File: config.mk
export PLATFORM = sky130hd
export DESIGN_NAME = run_ctrl
export DESIGN_NICKNAME = d
export VERILOG_FILES = /design/src/rtl/run_ctrl_pkg.sv /design/src/rtl/btn_debounce.sv /design/src/rtl/run_ctrl.sv
export SDC_FILE = /design/constraint.sdc
export NUM_CORES = 1
export LEC_CHECK = 0
export CORE_MARGIN = 1
export CORE_UTILIZATION = 50
export CTS_CLUSTER_SIZE = 8
export DETAILED_ROUTE_END_ITERATION = 8
export DONT_BUFFER_PORTS = 1
export SETUP_SLACK_MARGIN = 0.3
export SLEW_MARGIN = 20
export SYNTH_ARGS = -nofsm -noshare
export SYNTH_HDL_FRONTEND = slang
export SYNTH_SLANG_ARGS = --single-unit
File: constraint.sdc
create_clock -name clk -period 2 [get_ports clk]
set_input_delay 0.4 -clock clk [delete_from_list [all_inputs] [get_ports clk]]
set_output_delay 0.4 -clock clk [all_outputs]
set_load 0.02 [all_outputs]
File: src/rtl/run_ctrl_pkg.sv
// run_ctrl_pkg -- shared definitions for the CPU run/step/halt controller.
// Holds the FSM state encoding, default debounce and soft-reset lengths,
// and the IO / debug bus widths used by run_ctrl and btn_debounce.
package run_ctrl_pkg;

    // IO bus (PC / breakpoint) and debug bus (step counter) widths
    localparam int IO_W   = 32;
    localparam int DBG_W  = 16;

    // Counter widths for the debounce and soft-reset timers
    localparam int DEB_W  = 20;
    localparam int RSTC_W = 8;

    localparam logic [DEB_W-1:0]  DEB_CYCLES_DEF = 20'd1000000;
    localparam logic [RSTC_W-1:0] RST_CYCLES_DEF = 8'd16;

    typedef enum logic [2:0] {
        ST_IDLE = 3'd0,
        ST_RUN  = 3'd1,
        ST_STEP = 3'd2,
        ST_HALT = 3'd3,
        ST_RSTP = 3'd4
    } run_state_e;

    // States in which the CPU pipeline is allowed to advance
    function automatic logic is_advance(input run_state_e s);
        return (s == ST_RUN) || (s == ST_STEP);
    endfunction

endpackage

File: src/rtl/btn_debounce.sv
// btn_debounce -- single-button debouncer with press detection.
// Ports:
//   clk, rst : clock, synchronous active-high reset
//   raw      : button level, already synchronous to clk
//   level    : accepted (debounced) level
//   press    : one-cycle pulse when the accepted level rises
// The accepted level follows raw only after raw has differed from it for
// DEB_CYCLES consecutive cycles; any return to the accepted level restarts
// the count.
module btn_debounce
    import run_ctrl_pkg::*;
#(
    parameter logic [DEB_W-1:0] DEB_CYCLES = DEB_CYCLES_DEF
) (
    input  logic clk,
    input  logic rst,
    input  logic raw,
    output logic level,
    output logic press
);

    // A zero length behaves like a one-cycle filter
    localparam logic [DEB_W-1:0] LAST_CNT =
        (DEB_CYCLES == '0) ? '0 : DEB_CYCLES - DEB_W'(1);

    logic [DEB_W-1:0] cnt_reg;
    logic             level_reg;
    logic             press_reg;

    always_ff @(posedge clk) begin
        if (rst) begin
            cnt_reg   <= '0;
            level_reg <= 1'b0;
            press_reg <= 1'b0;
        end else begin
            press_reg <= 1'b0;
            if (raw != level_reg) begin
                if (cnt_reg == LAST_CNT) begin
                    level_reg <= raw;
                    cnt_reg   <= '0;
                    press_reg <= raw;   // rising edges only
                end else begin
                    cnt_reg <= cnt_reg + DEB_W'(1);
                end
            end else begin
                cnt_reg <= '0;
            end
        end
    end

    assign level = level_reg;
    assign press = press_reg;

endmodule

File: src/rtl/run_ctrl.sv
// run_ctrl -- run / single-step / halt / soft-reset controller for a CPU.
// Ports:
//   clk, rst                 : clock, synchronous active-high reset
//   butc, butd, butr, butl   : raw run, step, halt, soft-reset buttons
//   bp_en, bp_addr, if_pc    : breakpoint enable / address, fetch PC
//   cpu_stop                 : CPU self-halt indication
//   pdu_run                  : CPU advance enable
//   pdu_rstn                 : CPU soft reset, active-low
//   pdu_breakpoint           : bp_addr when enabled, else all ones
//   state, step_cnt, stop_led: status
// Outputs pdu_run / pdu_rstn / stop_led are registered from the next state
// so they line up with the state register.
module run_ctrl
    import run_ctrl_pkg::*;
#(
    parameter logic [DEB_W-1:0]  DEB_CYCLES = DEB_CYCLES_DEF,
    parameter logic [RSTC_W-1:0] RST_CYCLES = RST_CYCLES_DEF
) (
    input  logic             clk,
    input  logic             rst,
    input  logic             butc,
    input  logic             butd,
    input  logic             butr,
    input  logic             butl,
    input  logic             bp_en,
    input  logic [IO_W-1:0]  bp_addr,
    input  logic [IO_W-1:0]  if_pc,
    input  logic             cpu_stop,
    output logic             pdu_run,
    output logic             pdu_rstn,
    output logic [IO_W-1:0]  pdu_breakpoint,
    output logic [2:0]       state,
    output logic [DBG_W-1:0] step_cnt,
    output logic             stop_led
);

    // Button index: 0 run, 1 step, 2 halt, 3 soft reset
    logic [3:0] raw_vec;
    logic [3:0] press_vec;
    logic [3:0] btn_level_unused;

    assign raw_vec = {butl, butr, butd, butc};

    generate
        for (genvar gi = 0; gi < 4; gi++) begin : g_deb
            btn_debounce #(.DEB_CYCLES(DEB_CYCLES)) u_deb (
                .clk   (clk),
                .rst   (rst),
                .raw   (raw_vec[gi]),
                .level (btn_level_unused[gi]),
                .press (press_vec[gi])
            );
        end
    endgenerate

    logic run_press, step_press, halt_press, reset_press;
    assign run_press   = press_vec[0];
    assign step_press  = press_vec[1];
    assign halt_press  = press_vec[2];
    assign reset_press = press_vec[3];

    run_state_e        state_reg, state_next;
    logic [RSTC_W-1:0] rst_cnt_reg, rst_cnt_next;
    logic [DBG_W-1:0]  step_cnt_reg, step_cnt_next;
    logic              armed_reg, armed_next;
    logic              pdu_run_reg, pdu_rstn_reg, stop_led_reg;
    logic              bp_match, entering;

    assign bp_match = bp_en && armed_reg && (if_pc == bp_addr);

    always_comb begin
        state_next    = state_reg;
        rst_cnt_next  = rst_cnt_reg;
        step_cnt_next = step_cnt_reg;
        // Reset press outranks everything, but cannot retrigger an active pulse
        if (reset_press && (state_reg != ST_RSTP)) begin
            state_next   = ST_RSTP;
            rst_cnt_next = RST_CYCLES;
        end else begin
            case (state_reg)
                ST_IDLE, ST_HALT: begin
                    // A halt press here does nothing but still swallows
                    // any lower-priority step/run press of the same cycle
                    if (!halt_press) begin
                        if (step_press)
                            state_next = ST_STEP;
                        else if (run_press)
                            state_next = ST_RUN;
                    end
                end
                ST_RUN: begin
                    if (halt_press || cpu_stop || bp_match)
                        state_next = ST_HALT;
                end
                ST_STEP: begin
                    state_next    = ST_HALT;
                    step_cnt_next = step_cnt_reg + DBG_W'(1);
                end
                ST_RSTP: begin
                    if (rst_cnt_reg <= RSTC_W'(1))
                        state_next = ST_IDLE;
                    else
                        rst_cnt_next = rst_cnt_reg - RSTC_W'(1);
                end
                default: state_next = ST_IDLE;
            endcase
        end
    end

    // Disarm on resume so a halt at the breakpoint PC is not re-taken until
    // the PC has moved away at least once.
    assign entering   = ((state_next == ST_RUN) && (state_reg != ST_RUN)) ||
                        (state_next == ST_STEP);
    assign armed_next = (if_pc != bp_addr) || (armed_reg && !entering);

    always_ff @(posedge clk) begin
        if (rst) begin
            state_reg    <= ST_IDLE;
            rst_cnt_reg  <= '0;
            step_cnt_reg <= '0;
            armed_reg    <= 1'b0;
            pdu_run_reg  <= 1'b0;
            pdu_rstn_reg <= 1'b1;
            stop_led_reg <= 1'b0;
        end else begin
            state_reg    <= state_next;
            rst_cnt_reg  <= rst_cnt_next;
            step_cnt_reg <= step_cnt_next;
            armed_reg    <= armed_next;
            pdu_run_reg  <= is_advance(state_next);
            pdu_rstn_reg <= (state_next != ST_RSTP);
            stop_led_reg <= (state_next == ST_HALT);
        end
    end

    assign pdu_run        = pdu_run_reg;
    assign pdu_rstn       = pdu_rstn_reg;
    assign stop_led       = stop_led_reg;
    assign state          = state_reg;
    assign step_cnt       = step_cnt_reg;
    assign pdu_breakpoint = bp_en ? bp_addr : {IO_W{1'b1}};

endmodule

==> tab_implementation.tex <==
\begin{tabular}{lr}
\hline
Metric & Value \\
\hline
\multicolumn{2}{l}{\textbf{Outcome}} \\
Result of the run & complete, but fails checks \\
Violations in the final reports & negative hold slack \\
\multicolumn{2}{l}{\textbf{Setup path}} \\
CP Capture Point & armed\_reg\$\_SDFF\_PP0\_ \\
End of the worst register-to-register path & armed\_reg\$\_SDFF\_PP0\_ \\
Crit path arrival time & 2.13 ns \\
Worst reg-to-reg path cell count & 6 \\
Register-to-register path setup slack & 0.27 ns \\
Startpoint kind of the worst setup timing path & flip-flop \\
Critical path fanouts, max & 7 \\
Startpoint of the most critical register-to-register path & state[0]\$\_SDFF\_PP0\_ \\
Required time reported for the critical path endpoint & 2.41 ns \\
Path type of the worst setup path & reg2reg \\
Worst Setup End Kind & flip-flop \\
Startpoint of the most critical setup path & state[0]\$\_SDFF\_PP0\_ \\
\multicolumn{2}{l}{\textbf{STA}} \\
Worst setup margin & 0.2741 ns \\
Layout Skew & 0.009050 ns \\
Hold WS & -0.05244 ns \\
Total negative slack & 0 ns \\
Period utilization & 86.29\% \\
Setup repair after global routing missed its margin & yes \\
Max\_slew headroom & 76.40\% \\
Number of failing setup endpoints in the final timing report & 0 \\
Slew @ Worst Pin & 0.3507 ns \\
Maximum frequency from static timing analysis & 579.4 MHz \\
Max Slew Vio Count & 0 \\
Shortest period the worst path allows & 1.726 ns \\
Endpoints failing hold & 26 \\
\multicolumn{2}{l}{\textbf{CTS}} \\
CTS tree & done \\
Hold buffers post-CTS & 1 \\
Deepest level of the CTS H-tree & 4 \\
CTS Buf Count & 17 \\
Clock root buffer master & sky130\_fd\_sc\_hd\_\_clkbuf\_8 \\
Clock Tree Buf Depth & 2 \\
Clk\_lat worst skew & 0.52 ns \\
TritonCTS Sinks & 119 \\
Clock edge transition at the registers on the reported setup and hold paths & 0.06 ns \\
\multicolumn{2}{l}{\textbf{Drt}} \\
Length of routed met2 wiring & 6.080 mm \\
Via-per-instance ratio & 5.282 \\
Routed metal-1 wire length & 5.191 mm \\
Number of optimization iterations in the first detailed-route pass & 4 \\
Highest metal layer with signal wires & met4 \\
Routed wire length on met3 & 722 µm \\
Average routed wire per standard cell & 14.35 µm \\
Vias & 4495 \\
Number of violations reported at the end of detailed-routing iteration 0 & 205 \\
DRC & 0 \\
Antenna-violating nets left & 0 \\
Post-detailed-routing wire length & 12.21 mm \\
\multicolumn{2}{l}{\textbf{Floorplan}} \\
Core outline area & 10890 µm² \\
Row Count & 38 \\
Die X-Extent & 108.2 µm \\
Starting density of the core & 51.75\% \\
Die Outline Area & 11700 µm² \\
Number of placed I/O pins & 126 \\
Height of the die & 108.2 µm \\
\multicolumn{2}{l}{\textbf{Power}} \\
Total chip power & 6.037 mW \\
PwrDens & 847.8 nW/µm² \\
Maximum VDD drop & 687.8 µV \\
Leakage power figure & 2.376 nW \\
\multicolumn{2}{l}{\textbf{Synthesis}} \\
Part of the Yosys area used for sequential elements & 42.28\% \\
FFs w/ async S/R, synth & 0\% \\
Synth Register Bits & 119 \\
Cell count after synthesis & 660 \\
Cell variety after synth & 40 \\
Top cells by area, synth & sky130\_fd\_sc\_hd\_\_dfxtp\_1, sky130\_fd\_sc\_hd\_\_xnor2\_1, sky130\_fd\_sc\_hd\_\_nor2\_1, sky130\_fd\_sc\_hd\_\_xor2\_1, sky130\_fd\_sc\_hd\_\_nand3\_1 \\
Number of nets produced by synthesis & 739 \\
Most numerous cell in the Yosys netlist & sky130\_fd\_sc\_hd\_\_nor2\_1 \\
Post-synth top cells & sky130\_fd\_sc\_hd\_\_nor2\_1, sky130\_fd\_sc\_hd\_\_dfxtp\_1, sky130\_fd\_sc\_hd\_\_xnor2\_1 \\
Total standard cell area after synthesis & 5634 µm² \\
Primary flip-flop cell chosen by synthesis mapping & sky130\_fd\_sc\_hd\_\_dfxtp\_1 \\
Top cell type's share of synthesized area & 42.28\% \\
Number of warnings printed during yosys synthesis & 0 \\
Number of flops mapped to enable cells by yosys & 0 \\
Mapped Avg Cell Area & 8.537 µm² \\
Yosys top cell by area & sky130\_fd\_sc\_hd\_\_dfxtp\_1 \\
\multicolumn{2}{l}{\textbf{GRT}} \\
Leftover overflow at the end of global routing & 0 \\
Number of global-route vias before repair & 4269 \\
Wire length of the first global-routing pass & 19.29 mm \\
Largest net degree at the start of global routing & 37 \\
Total GRT Usage & 21.42\% \\
Initial antenna violation count & 0 \\
\multicolumn{2}{l}{\textbf{Final layout}} \\
Area overhead of the layout relative to synthesis & 26.38\% \\
Antenna fix cells & 0 \\
Post-route cell area & 7121 µm² \\
Flip-flop count of the largest register after layout & 80 \\
Total Nets Final & 777 \\
Proportion of layout cells with a drive suffix above 1 & 21.38\% \\
Count of fill cells added during filler insertion & 902 \\
\multicolumn{2}{l}{\textbf{Placement}} \\
HPWL Detailed & 8.577 mm \\
Count of buffers from port buffering & 0 \\
Worst setup slack after placement & 0.1386 ns \\
RD Place Congestion & 0.7950 \\
Placement-stage cell area & 5953 µm² \\
\multicolumn{2}{l}{\textbf{Hold path}} \\
Type of the worst min-delay path & in2reg \\
\multicolumn{2}{l}{\textbf{Flow run}} \\
Maxcap violations & 0 \\
\hline
\end{tabular}
what timing repair did:
action	4_1_cts	5_1_grt
endpoints found under the hold margin	28	26
cloned	0	1
buffers inserted	2	8
resized for setup	19	86
pin swaps	7	36
setup endpoints to repair	65	101
worst min path at each step:
stage,from,endpoint,cells after the start
floorplan,g_deb[0].u_deb.cnt_reg[0]$_SDFF_PP0_,g_deb[0].u_deb.cnt_reg[0]$_SDFF_PP0_,1
global placement,g_deb[0].u_deb.cnt_reg[0]$_SDFF_PP0_,g_deb[0].u_deb.cnt_reg[0]$_SDFF_PP0_,1
detailed placement,g_deb[0].u_deb.cnt_reg[0]$_SDFF_PP0_,g_deb[0].u_deb.cnt_reg[0]$_SDFF_PP0_,1
CTS,rst,g_deb[3].u_deb.level$_SDFFE_PP0P_,1
global route,rst,g_deb[3].u_deb.level$_SDFFE_PP0P_,1
finish,rst,g_deb[0].u_deb.level$_SDFFE_PP0P_,1
cell type report:
| cell class | count | area, µm² | area share (%) |
|---|---|---|---|
| Inverter | 18 | 67.56 | 0.9489 |
| Clock buffer | 24 | 490.5 | 6.888 |
| Timing Repair Buffer | 34 | 329.1 | 4.621 |
| Sequential cell | 119 | 2422 | 34.02 |
| Clock inverter | 8 | 165.2 | 2.319 |
| Tap cell | 140 | 175.2 | 2.460 |
| Multi-Input combinational cell | 508 | 3471 | 48.74 |
placed cells by master (no fill, tap or decap), drive strengths merged, types with 7 or more instances in the layout:
cell type  Yosys  layout
and3           8       8
buf            7      32
clkbuf         8      25
dfxtp        119     119
ha             7       7
inv           18      18
nand2         36      36
nand2b        34      34
nand3         47      47
nand4         28      28
nor2         142     142
nor3          14      14
nor4          14      14
or3           11      11
xnor2         76      76
xor2          52      52
report_power, final:
group	switching, mW	leakage, nW	total (mW)	internal, mW
Clock	1.01	0.325	3.32	2.31
Sequential	0.0295	0.971	2.42	2.39
Combinational	0.159	1.08	0.299	0.140
through the flow:
step / std cells / util (%) / hold WS [ns]
after floorplan: 660 / - / 0.4297
after global placement: 807 / 54.68 / 0.4432
after detailed placement: 807 / 54.68 / 0.4575
after CTS: 842 / 61.61 / -0.08217
after global routing: 851 / 65.40 / -0.08800
final: 851 / 65.40 / -0.05244
kinds of logic after synthesis:
group | share of synthesized area, %
AOI/OAI and AO/OA | 1.643
xor gates and xnor gates | 19.90
adders and majority gates | 1.554
buffers and inverters | 2.420
DFF | 42.28
muxes | 0.8883
and+or+nand+nor | 31.31
routing by layer:
| layer | up-vias | track usage, % |
|---|---|---|
| met2 | 116 | 36.26 |
| met4 | 0 | 9.100 |
| met1 | 2086 | 23.97 |
| li1 | 2274 | - |
| met5 | - | 0 |
| met3 | 19 | 8.137 |
worst max-delay path, stage by stage, from the launching register on:
cell and delay, ns:
sky130_fd_sc_hd__dfxtp_4 0.42, sky130_fd_sc_hd__or4b_4 0.49, sky130_fd_sc_hd__a21oi_2 0.11, sky130_fd_sc_hd__nor4b_1 0.06, sky130_fd_sc_hd__or3_1 0.32, sky130_fd_sc_hd__a31oi_1 0.16, sky130_fd_sc_hd__nor2_1 0.05
Note: power is estimated with default switching activity, not from simulation.
